File: src/rtl/multi_operand_adder_if.sv
// multi_operand_adder_if: start/operand/result bus between the adder controller and its host.
interface multi_operand_adder_if #(
  parameter int DATA_W  = 32,
  parameter int MAX_OPS = 4,
  parameter int ADDR_W  = 4
);
  localparam int CNT_W = $clog2(MAX_OPS + 1);
  logic              op_start;
  logic [CNT_W-1:0]  num_ops;
  logic [ADDR_W-1:0] dst_addr;
  logic              fifo_empty;
  logic [DATA_W-1:0] fifo_rdata;
  logic              fifo_read;
  logic              Register_we;
  logic [ADDR_W-1:0] reg_waddr;
  logic [DATA_W-1:0] out_result;
  logic              overflow;
  logic              op_busy;
  logic              op_done;
  modport master (
    output op_start, num_ops, dst_addr, fifo_empty, fifo_rdata,
    input  fifo_read, Register_we, reg_waddr, out_result, overflow, op_busy, op_done
  );
  modport slave (
    input  op_start, num_ops, dst_addr, fifo_empty, fifo_rdata,
    output fifo_read, Register_we, reg_waddr, out_result, overflow, op_busy, op_done
  );
endinterface

File: src/rtl/multi_operand_adder.sv
// multi_operand_adder: pops n operands from a FIFO, sums them and writes the result to a register file.
module multi_operand_adder #(
  parameter int DATA_W  = 32,
  parameter int MAX_OPS = 4,
  parameter int ADDR_W  = 4
) (
  input logic clk,
  input logic reset,
  multi_operand_adder_if.slave bus
);
  localparam int CNT_W = $clog2(MAX_OPS + 1);
  typedef enum logic [1:0] {IDLE, EXEC, OUT, DONE} state_t;
  state_t            state;
  logic [CNT_W-1:0]  n, issued, received, n_req;
  logic              rd_valid, ov;
  logic [DATA_W-1:0] acc;
  logic [ADDR_W-1:0] waddr;
  logic [DATA_W:0]   sum;
  assign n_req = bus.num_ops > CNT_W'(MAX_OPS) ? CNT_W'(MAX_OPS) : bus.num_ops;
  assign sum = {1'b0, acc} + {1'b0, bus.fifo_rdata};
  assign bus.fifo_read = state == EXEC && !bus.fifo_empty && issued < n;
  assign bus.Register_we = state == OUT;
  assign bus.op_done = state == DONE;
  assign bus.op_busy = state != IDLE;
  assign bus.out_result = acc;
  assign bus.overflow = ov;
  assign bus.reg_waddr = waddr;
  always_ff @(posedge clk) begin
    if (reset) begin
      state <= IDLE;
      n <= '0;
      issued <= '0;
      received <= '0;
      rd_valid <= 1'b0;
      acc <= '0;
      ov <= 1'b0;
      waddr <= '0;
    end else begin
      rd_valid <= bus.fifo_read;
      case (state)
        IDLE: if (bus.op_start) begin
          n <= n_req;
          waddr <= bus.dst_addr;
          acc <= '0;
          ov <= 1'b0;
          issued <= '0;
          received <= '0;
          state <= n_req != '0 ? EXEC : DONE;
        end
        EXEC: begin
          if (bus.fifo_read) issued <= issued + 1'b1;
          // data lags its read strobe by one cycle, so completion keys off arrivals
          if (rd_valid) begin
            acc <= sum[DATA_W-1:0];
            ov <= ov | sum[DATA_W];
            received <= received + 1'b1;
            if (received == n - 1'b1) state <= OUT;
          end
        end
        OUT: state <= DONE;
        default: state <= IDLE;
      endcase
    end
  end
endmodule

File: src/flat_wrapper.sv
// flat-port wrapper written by rule: the top's interface ports become plain ports
module multi_operand_adder_flat 
#(
  parameter int DATA_W  = 32,
  parameter int MAX_OPS = 4,
  parameter int ADDR_W  = 4
)
  (clk, reset, bus_op_start, bus_num_ops, bus_dst_addr, bus_fifo_empty, bus_fifo_rdata, bus_fifo_read, bus_Register_we, bus_reg_waddr, bus_out_result, bus_overflow, bus_op_busy, bus_op_done);
  multi_operand_adder_if #(.DATA_W(DATA_W), .MAX_OPS(MAX_OPS), .ADDR_W(ADDR_W)) bus_i ();
  input logic clk;
  input logic reset;
  input wire logic [$bits(bus_i.op_start)-1:0] bus_op_start;
  input wire logic [$bits(bus_i.num_ops)-1:0] bus_num_ops;
  input wire logic [$bits(bus_i.dst_addr)-1:0] bus_dst_addr;
  input wire logic [$bits(bus_i.fifo_empty)-1:0] bus_fifo_empty;
  input wire logic [$bits(bus_i.fifo_rdata)-1:0] bus_fifo_rdata;
  output wire logic [$bits(bus_i.fifo_read)-1:0] bus_fifo_read;
  output wire logic [$bits(bus_i.Register_we)-1:0] bus_Register_we;
  output wire logic [$bits(bus_i.reg_waddr)-1:0] bus_reg_waddr;
  output wire logic [$bits(bus_i.out_result)-1:0] bus_out_result;
  output wire logic [$bits(bus_i.overflow)-1:0] bus_overflow;
  output wire logic [$bits(bus_i.op_busy)-1:0] bus_op_busy;
  output wire logic [$bits(bus_i.op_done)-1:0] bus_op_done;
  assign bus_i.op_start = bus_op_start;
  assign bus_i.num_ops = bus_num_ops;
  assign bus_i.dst_addr = bus_dst_addr;
  assign bus_i.fifo_empty = bus_fifo_empty;
  assign bus_i.fifo_rdata = bus_fifo_rdata;
  assign bus_fifo_read = bus_i.fifo_read;
  assign bus_Register_we = bus_i.Register_we;
  assign bus_reg_waddr = bus_i.reg_waddr;
  assign bus_out_result = bus_i.out_result;
  assign bus_overflow = bus_i.overflow;
  assign bus_op_busy = bus_i.op_busy;
  assign bus_op_done = bus_i.op_done;
  multi_operand_adder #(.DATA_W(DATA_W), .MAX_OPS(MAX_OPS), .ADDR_W(ADDR_W)) u_core (.clk(clk), .reset(reset), .bus(bus_i));
endmodule
File: config.mk
export PLATFORM = sky130hd
export DESIGN_NAME = multi_operand_adder_flat
export DESIGN_NICKNAME = d
export VERILOG_FILES = /design/src/rtl/multi_operand_adder_if.sv /design/src/rtl/multi_operand_adder.sv /design/src/flat_wrapper.sv
export SDC_FILE = /design/constraint.sdc
export NUM_CORES = 1
export LEC_CHECK = 0
export ABC_AREA = 1
export CAP_MARGIN = 20
export CORE_ASPECT_RATIO = 1.2
export CORE_MARGIN = 4
export CORE_UTILIZATION = 54
export DETAILED_ROUTE_END_ITERATION = 12
export GPL_ROUTABILITY_DRIVEN = 0
export HOLD_SLACK_MARGIN = 0.02
export PLACE_DENSITY = 0.9
export SLEW_MARGIN = 20
export SYNTH_ARGS = -nofsm -noshare
export SYNTH_HDL_FRONTEND = slang
export SYNTH_SLANG_ARGS = --single-unit
File: constraint.sdc
create_clock -name clk -period 2.6 [get_ports clk]
set_clock_uncertainty 0.15 [all_clocks]
set_input_delay 0.39 -clock clk [delete_from_list [all_inputs] [get_ports clk]]
set_output_delay 0.39 -clock clk [all_outputs]
set_load 0.02 [all_outputs]
==> impl_summary.log <==
[metrics] worst-case clock buffer depth: 2
[metrics] sequential share of the synthesized area: 0.221
[metrics] Avg WL per Cell: 13.3 µm
[metrics] 1st-pass router iterations: 5
[metrics] post-route standard cell area excluding fillers: 5540 µm²
[metrics] number of global-route vias before repair: 4810
[metrics] worst path required time: 2.71 ns
[metrics] endpoint arrival time on the critical path: 2.52 ns
[metrics] endpoints failing hold: 0
[metrics] proportion of layout cells with a drive suffix above 1: 0.0747
[metrics] pin slew with the least headroom to its limit: 1.07 ns
[metrics] Slowest cell on crit path: sky130_fd_sc_hd__nor2_2
[metrics] compound-cell area share of the yosys netlist: 0.127
[metrics] unrepaired setup endpoints after global routing: no
[metrics] Synth Area in XOR/XNOR: 0.0118
[metrics] Finish-stage setup viols: 0
[metrics] overall die width: 90.8 µm
[metrics] category of the worst setup path launch point: flip-flop
[metrics] longest individual stage delay on the worst path: 0.83 ns
[metrics] ratio of routed vias to standard cells: 5.29
[metrics] largest family of logic cells by synthesized area: simple AND/OR/NAND/NOR gates
[metrics] P_leak: 2.89 nW
[metrics] class of the worst hold path: reg -> reg
[metrics] cell chosen for the clock root: sky130_fd_sc_hd__clkbuf_8
[metrics] highest ir drop seen on vdd: 568 µV
[metrics] count of vias placed by the detailed router: 4964
[metrics] crit path cell chain: inv_1 -> ha_1 -> inv_2 -> nor2_4 -> inv_2 -> nand3_2 -> inv_2 -> nor2_2 -> nand2_2 -> a21oi_2
[metrics] cts-stage hold buffer count: 0
[metrics] Die ar.: 9760 µm²
[metrics] # IOs: 84
[metrics] clk_lat worst skew: 0.31 ns
[metrics] placeable core region: 8060 µm²
[metrics] CTS sink cnt: 49
[metrics] Crit Path Category: reg -> reg
[metrics] Post-CTS Setup Bufs: 0
[metrics] pin count of the biggest net entering global routing: 39
[metrics] all-layer global routing usage: 0.246
[metrics] P&R area growth vs syn: 24.5%
[metrics] final period utilization: 0.929
[metrics] Detail Route Antenna Nets: 0
[metrics] Critical Path Most Common Cell: sky130_fd_sc_hd__inv_2
[metrics] number of antenna repair diodes: 0
[metrics] CTS clk-pin slew, worst paths: 0.11 ns
[metrics] Post-Synth Adder-Cell Area: 0.123
[metrics] initial DRC count: 360
[metrics] Post-Route Setup TNS: 0 ns
[metrics] global-route wire length before repair: 20200 µm
[metrics] status: completed
[metrics] height of the chip: 107 µm
[metrics] antenna violations before repair: 0
[metrics] number of distinct standard cells referenced by the synthesized netlist: 31
[metrics] Routed Wire Length: 12500 µm
[metrics] area post-placement: 5400 µm²
[metrics] overflow left after global routing: 0
[metrics] Post-Syn Area: 4450 µm²
[metrics] relative slew slack: 0.286
[metrics] Worst Hold Slack: 0.319 ns
[metrics] count of buffer and inverter cells on the critical path: 4
[metrics] H-tree depth reported by CTS: 2
[metrics] post-cts resize count: 0
[metrics] TritonCTS clock tree: built
[metrics] critical-path maximum fanout: 17
[metrics] count of mapped cells out of synthesis: 752
[metrics] net total in the final layout: 928
[metrics] average size of a mapped cell: 5.91 µm²
[metrics] DR DRC count: 0
[metrics] post-detailed-placement half-perimeter wirelength: 9520 µm
[metrics] effective utilization at floorplan: 0.552
[metrics] power density over cell area: 419 nW/µm²
[metrics] utilization of the core after routing: 0.687
[metrics] Synth Area in Simple Gates: 0.389
[metrics] post-synthesis net count: 838
[metrics] highest clock frequency the design can meet: 414 MHz
[metrics] number of buffers created by CTS: 5
[metrics] IO Port Bufs: 83
[metrics] MaxCap Viol Count: 0
[metrics] mux contribution to synthesized area: 0
[metrics] max-slew violation count: 0
[metrics] Worst setup EP type: flip-flop
[metrics] total of flip-flops plus latches after synthesis: 49
[metrics] fin crit period: 2.42 ns
[metrics] category of cells accounting for the largest share of critical-path delay: simple AND/OR/NAND/NOR gates
[metrics] total power of the final layout: 2.32 mW
[metrics] Site Rows: 36
[metrics] number of warning messages in the yosys log: 0
==> sequential cells by signal, summed over array words and instances, names as in the netlist <==
name,count
u_core.issued,3
u_core.bus.reg_waddr,4
u_core.received,3
u_core.rd_valid,1
u_core.bus.out_result,32
u_core.n,3
u_core.bus.overflow,1
u_core.state,2
==> final timing paths <==
check                               start  slack (ns)                                     to  cells after the start
max          u_core.state[0]$_SDFFE_PP0P_        0.18  u_core.bus.out_result[9]$_SDFFE_PP0P_                     10
min              u_core.n[1]$_SDFFE_PP0P_        0.32               u_core.n[1]$_SDFFE_PP0P_                      2
max reg2reg  u_core.state[0]$_SDFFE_PP0P_        0.18  u_core.bus.out_result[9]$_SDFFE_PP0P_                     10
min reg2reg      u_core.n[1]$_SDFFE_PP0P_        0.32               u_core.n[1]$_SDFFE_PP0P_                      2
==> cells in the mapped netlist <==
library cell               number  area [µm²]
sky130_fd_sc_hd__xnor2_1        2        17.5
sky130_fd_sc_hd__buf_2          3        15.0
sky130_fd_sc_hd__nand3_2        3        30.0
sky130_fd_sc_hd__a21oi_1       60         300
sky130_fd_sc_hd__nor4_1         1        6.26
sky130_fd_sc_hd__nand3_1       50         250
sky130_fd_sc_hd__fa_1           1        20.0
sky130_fd_sc_hd__clkbuf_1       4        15.0
sky130_fd_sc_hd__nor2_2         2        12.5
sky130_fd_sc_hd__nand2_2       18         113
sky130_fd_sc_hd__nor3b_1        1        7.51
sky130_fd_sc_hd__dfxtp_1       49         981
sky130_fd_sc_hd__o21bai_1       4        30.0
sky130_fd_sc_hd__nand2_1      244         916
sky130_fd_sc_hd__nor3_1         7        35.0
sky130_fd_sc_hd__nor2_1        68         255
sky130_fd_sc_hd__or2_2          4        25.0
sky130_fd_sc_hd__nand3b_1       4        30.0
sky130_fd_sc_hd__a21oi_2       10        87.6
sky130_fd_sc_hd__inv_1        132         495
sky130_fd_sc_hd__ha_1          42         526
sky130_fd_sc_hd__nand4_1        4        25.0
sky130_fd_sc_hd__buf_6          3        33.8
sky130_fd_sc_hd__o211ai_1       2        15.0
sky130_fd_sc_hd__o21ai_0       19        95.1
sky130_fd_sc_hd__a21boi_0       1        7.51
sky130_fd_sc_hd__nor2_4         2        22.5
sky130_fd_sc_hd__a22oi_1        2        15.0
sky130_fd_sc_hd__a21o_1         2        15.0
sky130_fd_sc_hd__xor2_1         4        35.0
sky130_fd_sc_hd__inv_2          4        15.0
==> power breakdown <==
part	switching, mW	internal (mW)
combinational	0.534	0.328
sequential	0.0469	0.805
clock	0.291	0.314
==> placed cells by master, fill, tap and decap left out <==
master and count:
sky130_fd_sc_hd__a21boi_0 1, sky130_fd_sc_hd__a21o_1 2, sky130_fd_sc_hd__a21oi_1 60, sky130_fd_sc_hd__a21oi_2 10, sky130_fd_sc_hd__a22oi_1 2, sky130_fd_sc_hd__buf_4 9
sky130_fd_sc_hd__bufinv_16 1, sky130_fd_sc_hd__clkbuf_8 6, sky130_fd_sc_hd__clkdlybuf4s50_1 82, sky130_fd_sc_hd__clkinvlp_4 1, sky130_fd_sc_hd__dfxtp_1 49, sky130_fd_sc_hd__dlymetal6s2s_1 1
sky130_fd_sc_hd__fa_1 1, sky130_fd_sc_hd__ha_1 41, sky130_fd_sc_hd__ha_2 1, sky130_fd_sc_hd__inv_1 132, sky130_fd_sc_hd__inv_2 4, sky130_fd_sc_hd__nand2_1 244
sky130_fd_sc_hd__nand2_2 18, sky130_fd_sc_hd__nand3_1 49, sky130_fd_sc_hd__nand3_2 4, sky130_fd_sc_hd__nand3b_1 4, sky130_fd_sc_hd__nand4_1 4, sky130_fd_sc_hd__nor2_1 68
sky130_fd_sc_hd__nor2_2 3, sky130_fd_sc_hd__nor2_4 2, sky130_fd_sc_hd__nor3_1 7, sky130_fd_sc_hd__nor3b_1 1, sky130_fd_sc_hd__nor4_1 1, sky130_fd_sc_hd__o211ai_1 2
sky130_fd_sc_hd__o21ai_0 19, sky130_fd_sc_hd__o21bai_1 4, sky130_fd_sc_hd__or2_2 4, sky130_fd_sc_hd__xnor2_1 2, sky130_fd_sc_hd__xor2_1 4
==> worst min-delay path: cells and delay by family (launching register included) <==
kind / cells / cell delay, ns
AND/OR/NAND/NOR: 1 / 0.06
flip-flops: 1 / 0.32
AO/OA/AOI/OAI: 1 / 0.05
==> layer usage <==
| layer | wire length [µm] | GRT usage | vias up |
|---|---|---|---|
| met2 | 6180 | 0.462 | 193 |
| met5 | 0 | 0 | - |
| met3 | 861 | 0.0364 | 37 |
| li1 | - | - | 2530 |
| met1 | 5010 | 0.269 | 2204 |
| met4 | 421 | 0.124 | 0 |
==> cell families after synthesis <==
group | after synthesis
simple gates | 408
compound gates | 100
flops | 49
buf+inv | 146
xor+xnor | 6
fa+ha+maj | 43
==> per-stage QoR <==
step | instances | setup WS, ns
2_1_floorplan | 752 | 0.496
3_3_place_gp | 929 | 0.0308
3_5_place_dp | 929 | -0.0656
4_1_cts | 937 | 0.0383
5_1_grt | 938 | 0.0404
6_report | 938 | 0.185
==> cell type report <==
class                           count  area (µm²)
Clock buffer                        6        82.6
Clock inverter                      2        37.5
Fill cell                         705        2530
Inverter                          136         510
Multi-Input combinational cell    558        2910
Sequential cell                    49         981
Tap cell                           95         119
Timing Repair Buffer               92         901
No activity file was read; power rests on OpenSTA's default activity.
